## src/rtl/cpu_pkg.sv

```systemverilog
// Shared definitions for the 8-bit multi-cycle CPU: widths, opcodes, micro-step
// encodings and the instruction-byte layout.
package cpu_pkg;

  localparam int unsigned DATA_W  = 8;
  localparam int unsigned INSTR_W = 8;
  localparam int unsigned REG_N   = 4;
  localparam int unsigned CNT_W   = 3;
  localparam int unsigned IMM_W   = 5;

  typedef enum logic [2:0] {
    OP_NOP  = 3'b000,
    OP_LDI  = 3'b001,
    OP_ADD  = 3'b010,
    OP_SUB  = 3'b011,
    OP_AND  = 3'b100,
    OP_STA  = 3'b101,
    OP_SHL  = 3'b110,
    OP_HALT = 3'b111
  } opcode_e;

  // Encodings are also compared by the sequencer, so they must stay fixed.
  typedef enum logic [2:0] {
    ST_IDLE  = 3'b000,
    ST_READ  = 3'b001,
    ST_ALU   = 3'b010,
    ST_WB    = 3'b011,
    ST_SHIFT = 3'b100,
    ST_STORE = 3'b101,
    ST_HALT  = 3'b110,
    ST_DONE  = 3'b111
  } cu_state_e;

  typedef enum logic [1:0] {
    ALU_ADD = 2'b00,
    ALU_SUB = 2'b01,
    ALU_AND = 2'b10
  } alu_op_e;

  typedef struct packed {
    opcode_e    opcode;
    logic [1:0] rd;
    logic       mid;
    logic [1:0] rs;
  } instr_t;

  function automatic logic [IMM_W-1:0] instr_imm(input instr_t i);
    return {i.rd, i.mid, i.rs};
  endfunction

  function automatic logic [CNT_W-1:0] instr_count(input instr_t i);
    return {i.mid, i.rs};
  endfunction

  function automatic alu_op_e alu_op_of(input opcode_e op);
    case (op)
      OP_SUB:  return ALU_SUB;
      OP_AND:  return ALU_AND;
      default: return ALU_ADD;
    endcase
  endfunction

endpackage

```

## src/rtl/alu.sv

```systemverilog
// Combinational ALU: add with carry-out, subtract with borrow, bitwise AND.
module alu #(
  parameter int unsigned DATA_W = cpu_pkg::DATA_W
) (
  input  logic [DATA_W-1:0]      a,
  input  logic [DATA_W-1:0]      b,
  input  cpu_pkg::alu_op_e       op,
  output logic [DATA_W-1:0]      y,
  output logic                   carry
);
  import cpu_pkg::*;

  logic [DATA_W:0] wide;

  // The extra top bit is carry-out for ADD and borrow (a < b) for SUB.
  always_comb begin
    wide  = '0;
    y     = '0;
    carry = 1'b0;
    case (op)
      ALU_ADD: begin
        wide  = {1'b0, a} + {1'b0, b};
        y     = wide[DATA_W-1:0];
        carry = wide[DATA_W];
      end
      ALU_SUB: begin
        wide  = {1'b0, a} - {1'b0, b};
        y     = wide[DATA_W-1:0];
        carry = wide[DATA_W];
      end
      ALU_AND: y = a & b;
      default: y = '0;
    endcase
  end

endmodule

```

## src/rtl/execute_unit.sv

```systemverilog
// Execute stage: latches an instruction byte on ir_load and runs its micro-sequence
// over a 4-entry register file and accumulator, signalling DONE for one cycle.
module execute_unit #(
  parameter int unsigned DATA_W = cpu_pkg::DATA_W
) (
  input  logic                        clk,
  input  logic                        reset,
  input  logic                        ir_load,
  input  logic [cpu_pkg::INSTR_W-1:0] instr,
  output logic [2:0]                  cu_state,
  output logic [DATA_W-1:0]           acc,
  output logic                        carry,
  output logic                        zero,
  output logic                        halted
);
  import cpu_pkg::*;

  cu_state_e         state_q, state_d;
  instr_t            ir_q, ir_d;
  logic [DATA_W-1:0] acc_q, acc_d;
  logic [DATA_W-1:0] opnd_q, opnd_d;
  logic [DATA_W-1:0] res_q, res_d;
  logic              res_carry_q, res_carry_d;
  logic              carry_q, carry_d;
  logic              zero_q, zero_d;
  logic              halted_q, halted_d;
  logic [CNT_W-1:0]  cnt_q, cnt_d;
  logic [DATA_W-1:0] regs_q [REG_N];
  logic [DATA_W-1:0] regs_d [REG_N];

  logic [DATA_W-1:0] alu_y;
  logic              alu_carry;
  logic              accept_c;
  instr_t            new_ir_c;

  alu #(.DATA_W(DATA_W)) u_alu (
    .a     (acc_q),
    .b     (opnd_q),
    .op    (alu_op_of(ir_q.opcode)),
    .y     (alu_y),
    .carry (alu_carry)
  );

  assign new_ir_c = instr_t'(instr);
  assign accept_c = ir_load && ((state_q == ST_IDLE) || (state_q == ST_DONE));

  // Next-state and datapath: each step commits its write on the edge that leaves it.
  always_comb begin
    state_d     = state_q;
    ir_d        = ir_q;
    acc_d       = acc_q;
    opnd_d      = opnd_q;
    res_d       = res_q;
    res_carry_d = res_carry_q;
    carry_d     = carry_q;
    zero_d      = zero_q;
    halted_d    = halted_q;
    cnt_d       = cnt_q;
    regs_d      = regs_q;

    case (state_q)
      ST_IDLE: state_d = ST_IDLE;
      ST_READ: begin
        opnd_d  = regs_q[ir_q.rs];
        state_d = ST_ALU;
      end
      ST_ALU: begin
        res_d       = alu_y;
        res_carry_d = alu_carry;
        state_d     = ST_WB;
      end
      ST_WB: begin
        if (ir_q.opcode == OP_LDI) begin
          acc_d   = DATA_W'(instr_imm(ir_q));
          carry_d = 1'b0;
        end else begin
          acc_d   = res_q;
          carry_d = res_carry_q;
        end
        zero_d  = (acc_d == '0);
        state_d = ST_DONE;
      end
      ST_STORE: begin
        regs_d[ir_q.rd] = acc_q;
        state_d         = ST_DONE;
      end
      ST_SHIFT: begin
        acc_d   = {acc_q[DATA_W-2:0], 1'b0};
        carry_d = acc_q[DATA_W-1];
        zero_d  = (acc_d == '0);
        cnt_d   = cnt_q - CNT_W'(1);
        if (cnt_q == CNT_W'(1)) state_d = ST_DONE;
      end
      ST_HALT: state_d = ST_HALT;
      ST_DONE: state_d = ST_IDLE;
      default: state_d = ST_IDLE;
    endcase

    // A new instruction in DONE overrides the return to IDLE.
    if (accept_c) begin
      ir_d  = new_ir_c;
      cnt_d = instr_count(new_ir_c);
      case (new_ir_c.opcode)
        OP_NOP:  state_d = ST_DONE;
        OP_LDI:  state_d = ST_WB;
        OP_ADD,
        OP_SUB,
        OP_AND:  state_d = ST_READ;
        OP_STA:  state_d = ST_STORE;
        OP_SHL:  state_d = (instr_count(new_ir_c) == '0) ? ST_DONE : ST_SHIFT;
        OP_HALT: begin
          state_d  = ST_HALT;
          halted_d = 1'b1;
        end
        default: state_d = ST_DONE;
      endcase
    end
  end

  always_ff @(posedge clk or negedge reset) begin
    if (!reset) begin
      state_q     <= ST_IDLE;
      ir_q        <= '0;
      acc_q       <= '0;
      opnd_q      <= '0;
      res_q       <= '0;
      res_carry_q <= 1'b0;
      carry_q     <= 1'b0;
      zero_q      <= 1'b1;
      halted_q    <= 1'b0;
      cnt_q       <= '0;
      regs_q      <= '{default: '0};
    end else begin
      state_q     <= state_d;
      ir_q        <= ir_d;
      acc_q       <= acc_d;
      opnd_q      <= opnd_d;
      res_q       <= res_d;
      res_carry_q <= res_carry_d;
      carry_q     <= carry_d;
      zero_q      <= zero_d;
      halted_q    <= halted_d;
      cnt_q       <= cnt_d;
      regs_q      <= regs_d;
    end
  end

  assign cu_state = state_q;
  assign acc      = acc_q;
  assign carry    = carry_q;
  assign zero     = zero_q;
  assign halted   = halted_q;

endmodule

```

## config.mk

```make
export PLATFORM = sky130hd
export DESIGN_NAME = execute_unit
export DESIGN_NICKNAME = d
export VERILOG_FILES = /design/src/rtl/cpu_pkg.sv /design/src/rtl/alu.sv /design/src/rtl/execute_unit.sv
export SDC_FILE = /design/constraint.sdc
export NUM_CORES = 1
export LEC_CHECK = 0
export ABC_AREA = 1
export CAP_MARGIN = 25
export CORE_MARGIN = 2
export CORE_UTILIZATION = 42
export CTS_CLUSTER_SIZE = 28
export DETAILED_ROUTE_END_ITERATION = 10
export PLACE_DENSITY = 0.69
export REMOVE_ABC_BUFFERS = 1
export SETUP_SLACK_MARGIN = 0.02
export SLEW_MARGIN = 10
export SYNTH_ARGS = -nofsm -noshare
export SYNTH_HDL_FRONTEND = slang
export SYNTH_SLANG_ARGS = --single-unit
```

## constraint.sdc

```tcl
create_clock -name clk -period 1.9 [get_ports clk]
set_input_delay 0.57 -clock clk [delete_from_list [all_inputs] [get_ports clk]]
set_output_delay 0.57 -clock clk [all_outputs]
set_load 0.1 [all_outputs]
```

==> results of run 1 <==
-- registers in the layout, summed over array words and instances (netlist names) --
signal / cells
opnd_q: 8
regs_q: 32
res_carry_q: 1
acc: 8
halted: 1
cu_state: 3
cnt_q: 3
carry: 1
res_q: 8
ir_q: 8
zero: 1
-- how the worst max path moves through the flow --
stage	to	depth (start not counted)	slack, ns
3_3_place_gp	res_q[2]$_DFFE_PN0P_	9	0.15
3_5_place_dp	res_q[2]$_DFFE_PN0P_	9	0.07
6_report	acc[0]	3	0.10
2_1_floorplan	res_q[6]$_DFFE_PN0P_	11	-0.60
4_1_cts	res_q[2]$_DFFE_PN0P_	9	0.04
5_1_grt	res_q[4]$_DFFE_PN0P_	11	0.01
-- timing repair --
action                     4_1_cts  5_1_grt
buffers inserted                 0        1
hold endpoints to repair         0        0
hold buffers                     0        0
setup endpoints to repair        0        6
resized for setup                0       18
-- cells in the final DEF, fill, tap and decap left out, types with 2 or more instances in the layout --
cell type / count
nand2_1: 116
inv_1: 76
o21ai_0: 72
dfrtp_1: 72
nor2_1: 43
a21oi_1: 42
nand3_1: 30
buf_4: 30
buf_12: 15
ha_1: 12
clkbuf_8: 10
clkdlybuf4s50_1: 9
inv_2: 8
o221ai_1: 7
nand4_1: 5
nor3_1: 5
ha_2: 5
or2_2: 4
nor3_4: 4
o211ai_1: 3
nand3_2: 2
nand3b_1: 2
a211oi_1: 2
mux2_2: 2
bufinv_16: 2
clkbuf_1: 2
clkinv_4: 2
-- cells in the mapped netlist (all sizes together) (3+ instances only) --
master / count
nand3: 32
o21ai: 74
dfrtp: 73
nor2: 44
clkbuf: 12
a21oi: 43
nand2: 117
nand4: 5
or2: 4
o211ai: 3
buf: 5
ha: 18
nor3: 9
a211oi: 3
inv: 84
o221ai: 7
-- per-stage QoR --
step / cell area, sq um / util (%)
after floorplan: 4130 / -
after global placement: 4900 / 50.2
after detailed placement: 4900 / 50.2
after CTS: 5120 / 52.4
after global routing: 5180 / 53.0
final: 5180 / 53.0
-- area by class of cell --
| class | count | area [sq um] |
|---|---|---|
| inverter | 84 | 315 |
| clock inverter | 4 | 77.6 |
| sequential | 74 | 1850 |
| multi-input combinational | 371 | 2000 |
| tap | 133 | 166 |
| fill | 945 | 4600 |
| clock buffer | 12 | 145 |
| timing repair buffer | 54 | 616 |
-- power by group through the flow --
stage / Clock [W] / Sequential (W) / Combinational [W]
2_1_floorplan: 0 / 0.00373 / 0.00298
3_3_place_gp: 0 / 0.00278 / 0.00599
3_5_place_dp: 0 / 0.00281 / 0.00607
4_1_cts: 0.00141 / 0.00279 / 0.00609
5_1_grt: 0.00147 / 0.00289 / 0.00690
6_report: 0.00138 / 0.00280 / 0.00624
-- cells by family (layout without fill, tap and decap cells) --
logic type	count (synthesis)	after routing	synth area share (%)
buffers and inverters	101	154	9.56
muxes	2	2	0.534
AOI/OAI and AO/OA	133	133	17.1
adders and majority gates	20	20	6.29
and+or+nand+nor	215	215	22.3
DFF	74	74	44.0
xor gates and xnor gates	1	1	0.208
-- metal layers --
layer  up-vias  wire length [um]  GRT usage, %
met5         -                 0             0
met4         0               361          9.27
met3        24               607          3.51
met2       133              5160          34.0
met1      1791              4910          28.7
li1       1873                 -             -
==> results.yml, run 1 <==
clock_tree:
  cts-root-buf: "clkbuf_8"
  cts_made_buffers: 9
  clk_path_buf_depth: 2
  cts_tree: "done"
  ctsHtreeMaxLevel: 3
  worstSkewPairLatency_ns: 0.35
  cts_sinks: 74
  clkSlewWorstSetupHoldPaths_ns: 0.09
global_routing:
  grt_pass1_wl_um: 18700
  overflow: 0
  antenna_found_initial: 0
  grt_max_degree: 30
  track_usage_pct: 21.3
  grt_pass1_vias: 3866
sta:
  period_minus_slack_ns: 1.80
  clock-skew-final_ns: 0.0154
  relSlewSlack_pct: 66.1
  whs_ns: 0.114
  setup_slack_ns: 0.103
  finalHoldViolCount: 0
  timing.fmax_mhz: 557
  totalNegativeSetupSlack_ns: 0
  setup_viol: 0
  drv_slew: 0
  worst_pin_slew_ns: 0.508
  period_share_pct: 94.6
  rsz0062_at_grt: "yes"
worst_setup_path:
  crit_type: "flip-flop to output pin"
  crit_chain: "buf_4 > buf_4 > buf_12"
  worst_r2r_path_depth: 6
  arrival_ns: 1.23
  critPathLaunch: "acc[0]$_DFFE_PN0P_"
  reg2reg_to: "res_q[1]$_DFFE_PN0P_"
  worstReg2RegStart: "acc[0]$_DFFE_PN0P_"
  cp_common_cell: "buf_4"
  cp.required_ns: 1.33
  worstSetupStartpointType: "flip-flop"
  slowest_delay_ns: 0.44
  path_buf_inv: 3
  ff2ff_setup_slack_ns: 0.13
  endpoint_kind: "output pin"
  cp_max_fo: 3
  critPathSlowestCell: "dfrtp_2"
  crit_family: "buffers and inverters"
cells_and_area:
  antenna_cells: 0
  drive_gt1_share_pct: 15.5
  syn_to_final_growth_pct: 22.9
  nNetsFinal: 625
  final_cells: 732
drt:
  routedWlPerCell_um: 15.1
  vias: 3821
  ant_nets: 0
  viasPerCell: 5.22
  drt_iter0_drc: 320
  routed_wl_um: 11000
  drtPass1Iterations: 5
  drc_errors: 0
yosys:
  synth_top_area_share_pct: 43.3
  synth_edf_count: 0
  synth-seq-cells: 74
  syn_avg_cell_area_sq_um: 7.72
  synth-main-ff-cell: "dfrtp_1"
  synthArstFlopShare_pct: 100
  syn-cell-area_sq_um: 4220
  synth_largest_area_cell: "dfrtp_1"
  netlist_instances: 546
  synth.distinct_cells: 34
  ys_warn_count: 0
  synth-seq-area-share_pct: 44.0
  yosys-top-cells-area: "dfrtp_1, nand2_1, o21ai_0"
power_and_ir_drop:
  switching_share_pct: 49.5
  cellLeakagePower_nw: 2.53
  p_int_w: 0.00527
  finalPower_w: 0.0104
  clockPowerShare_pct: 13.3
  seq_power_share_pct: 26.9
  comb_power_share_pct: 59.8
  p_per_area_nw_per_um2: 2010
  p_switching_w: 0.00516
  vdd_drop_max_mv: 1.31
placed_design:
  hpwl_um: 8330
  place_congestion: 0.888
  place_ws_ns: 0.0714
  dp_cells: 715
  io_buffers: 24
floorplanning:
  start_util_pct: 43.1
  coreArea_sq_um: 9770
  die_area_sq_um: 10900
  ios: 25
  dieHeight_um: 104
  num_rows: 36
  die_w_um: 104
status:
  status: "complete, no violations"
worst_hold_path:
  min_path_type: "input pin to asynchronous set/reset pin"
job:
  cap_viol_max_count: 0
Note: power is estimated with default switching activity, not from simulation.
==> run 2, diff against run 1 <==
- MAX_ROUTING_LAYER: not set -> met4
==> run 2 against run 1 <==
  * Register-to-register slack got worse by 0.02 ns
  * Global-route usage grew 0.098 points
  * Core utilization fell by 0.38 points
  * Critical path depth rose by 3
  * Largest cell class unchanged
  * Largest power group unchanged
==> results.yml, run 2 (synthesis results as in run 1) <==
cells_and_area:
  drive_gt1_share_pct: 14.7
  final_cell_mix: "nand2_1, inv_1, dfrtp_1, o21ai_0, nor2_1"
  n_fill_cell: 924
  seq_area_sq_um: 1850
  largest_register: "regs_q"
  antenna_cells: 0
  syn_to_final_growth_pct: 22.0
  largest_reg_flops: 32
  final_common_cell: "nand2_1"
  multi_input_area_sq_um: 2000
  final_cells: 731
  nNetsFinal: 624
worst_setup_path:
  critPathSlowestCell: "fa_2"
  arrival_ns: 2.01
  slowest_delay_ns: 0.52
  critPathLaunch: "opnd_q[0]$_DFFE_PN0N_"
  crit_family: "adder cells"
  worst_r2r_path_depth: 6
  path_buf_inv: 1
  reg2reg_to: "res_q[1]$_DFFE_PN0P_"
  endpoint_kind: "flip-flop"
  crit_type: "flip-flop to flip-flop"
  crit_chain: "ha_2 > inv_1 > fa_2 > nor2_1 > a211oi_1 > a21oi_1"
  cp.required_ns: 2.11
  ff2ff_setup_slack_ns: 0.11
  cp_max_fo: 3
  worstReg2RegStart: "opnd_q[0]$_DFFE_PN0N_"
  worstSetupStartpointType: "flip-flop"
drt:
  drc_errors: 0
  routed_wl_um: 11000
  drt_iter0_drc: 252
  vias: 3824
  ant_nets: 0
  routedWlPerCell_um: 15.0
  viasPerCell: 5.23
  drtPass1Iterations: 4
power_and_ir_drop:
  cellLeakagePower_nw: 2.52
  comb_power_share_pct: 60.8
  vdd_drop_max_mv: 1.07
  clockPowerShare_pct: 11.8
  finalPower_w: 0.0102
  seq_power_share_pct: 27.5
  p_int_w: 0.00509
  p_per_area_nw_per_um2: 1990
  p_switching_w: 0.00515
  switching_share_pct: 50.3
global_routing:
  grt_max_degree: 31
  grt_pass1_wl_um: 18300
  overflow: 0
  grt_pass1_vias: 3751
  antenna_found_initial: 0
  track_usage_pct: 21.4
clock_tree:
  postCtsSetupRepairBufs: 0
  ctsHtreeMaxLevel: 3
  worstSkewPairLatency_ns: 0.35
  cts_made_buffers: 9
  cts-resized-gates: 0
  cts-root-buf: "clkbuf_8"
  cts_tree: "done"
  cts_sinks: 74
  hold_buffers: 0
  clk_path_buf_depth: 2
  clkSlewWorstSetupHoldPaths_ns: 0.09
floorplanning:
  coreArea_sq_um: 9770
  die_area_sq_um: 10900
  die_w_um: 104
  ios: 25
  num_rows: 36
  dieHeight_um: 104
  start_util_pct: 43.1
sta:
  drv_slew: 0
  relSlewSlack_pct: 65.6
  worst_pin_slew_ns: 0.516
  period_minus_slack_ns: 1.79
  rsz0062_at_grt: "no"
  period_share_pct: 94.4
  timing.fmax_mhz: 557
  clock-skew-final_ns: 0.0150
  whs_ns: 0.154
  finalHoldViolCount: 0
  setup_viol: 0
worst_hold_path:
  min_path_type: "input pin to asynchronous set/reset pin"
placed_design:
  place_congestion: 0.915
  io_buffers: 24
  dp_cells: 715
  hpwl_um: 8270
status:
  status: "complete, no violations"
job:
  cap_viol_max_count: 0
## run 2: cell count changes in the layout (fill, tap and decap cells not counted), sizes merged
| cell | change |
|---|---|
| buf | -1 |
| bufinv | -1 |
| clkbuf | -1 |
| clkinv | +1 |
| clkinvlp | +1 |
## run 2: final cells by class
class	instances	area share, %
clock buffers	11	2.56
clock inverters	5	1.10
inverters	84	6.13
multi-input cells	371	38.9
flip-flops and latches	74	36.0
well taps	133	3.24
repair buffers	53	12.1
## run 2: per-layer routing
layer | track usage, % | part of all wire, % | up-vias
li1 | - | - | 1872
met1 | 28.2 | 46 | 1825
met2 | 34.1 | 47 | 110
met3 | 3.51 | 4.4 | 17
met4 | 6.47 | 2.2 | 0
met5 | - | 0 | -
## run 2: through the flow
stage          instance area, sq um  setup TNS, ns  util [%]  setup WS, ns
2_1_floorplan                  4130         -17.43         -        -0.602
3_3_place_gp                   4910              0      50.3         0.126
3_5_place_dp                   4910              0      50.3        0.0976
6_report                       5140              0      52.6         0.106
5_1_grt                        5140              0      52.6        0.0200
4_1_cts                        5100              0      52.2        0.0805
## run 2: worst max path at each step
stage / end / depth (start not counted)
floorplan: res_q[6]$_DFFE_PN0P_ / 11
global placement: res_q[2]$_DFFE_PN0P_ / 9
detailed placement: res_carry_q$_DFFE_PN0P_ / 11
CTS: res_carry_q$_DFFE_PN0P_ / 11
global route: res_q[7]$_DFFE_PN0P_ / 12
finish: res_q[1]$_DFFE_PN0P_ / 6
## run 2: power by group through the flow
| stage | clock network, W | logic (W) | registers, W |
|---|---|---|---|
| after floorplan | 0 | 0.00298 | 0.00373 |
| final | 0.00120 | 0.00622 | 0.00281 |
| after CTS | 0.00123 | 0.00609 | 0.00280 |
| after global placement | 0 | 0.00597 | 0.00280 |
| after detailed placement | 0 | 0.00606 | 0.00283 |
| after global routing | 0.00129 | 0.00684 | 0.00289 |
==> run 3, diff against run 2 <==
- HOLD_SLACK_MARGIN: not set -> 0.1
==> results of run 3 <==
No change in the layout: final DEF, timing and power equal those of run 2.
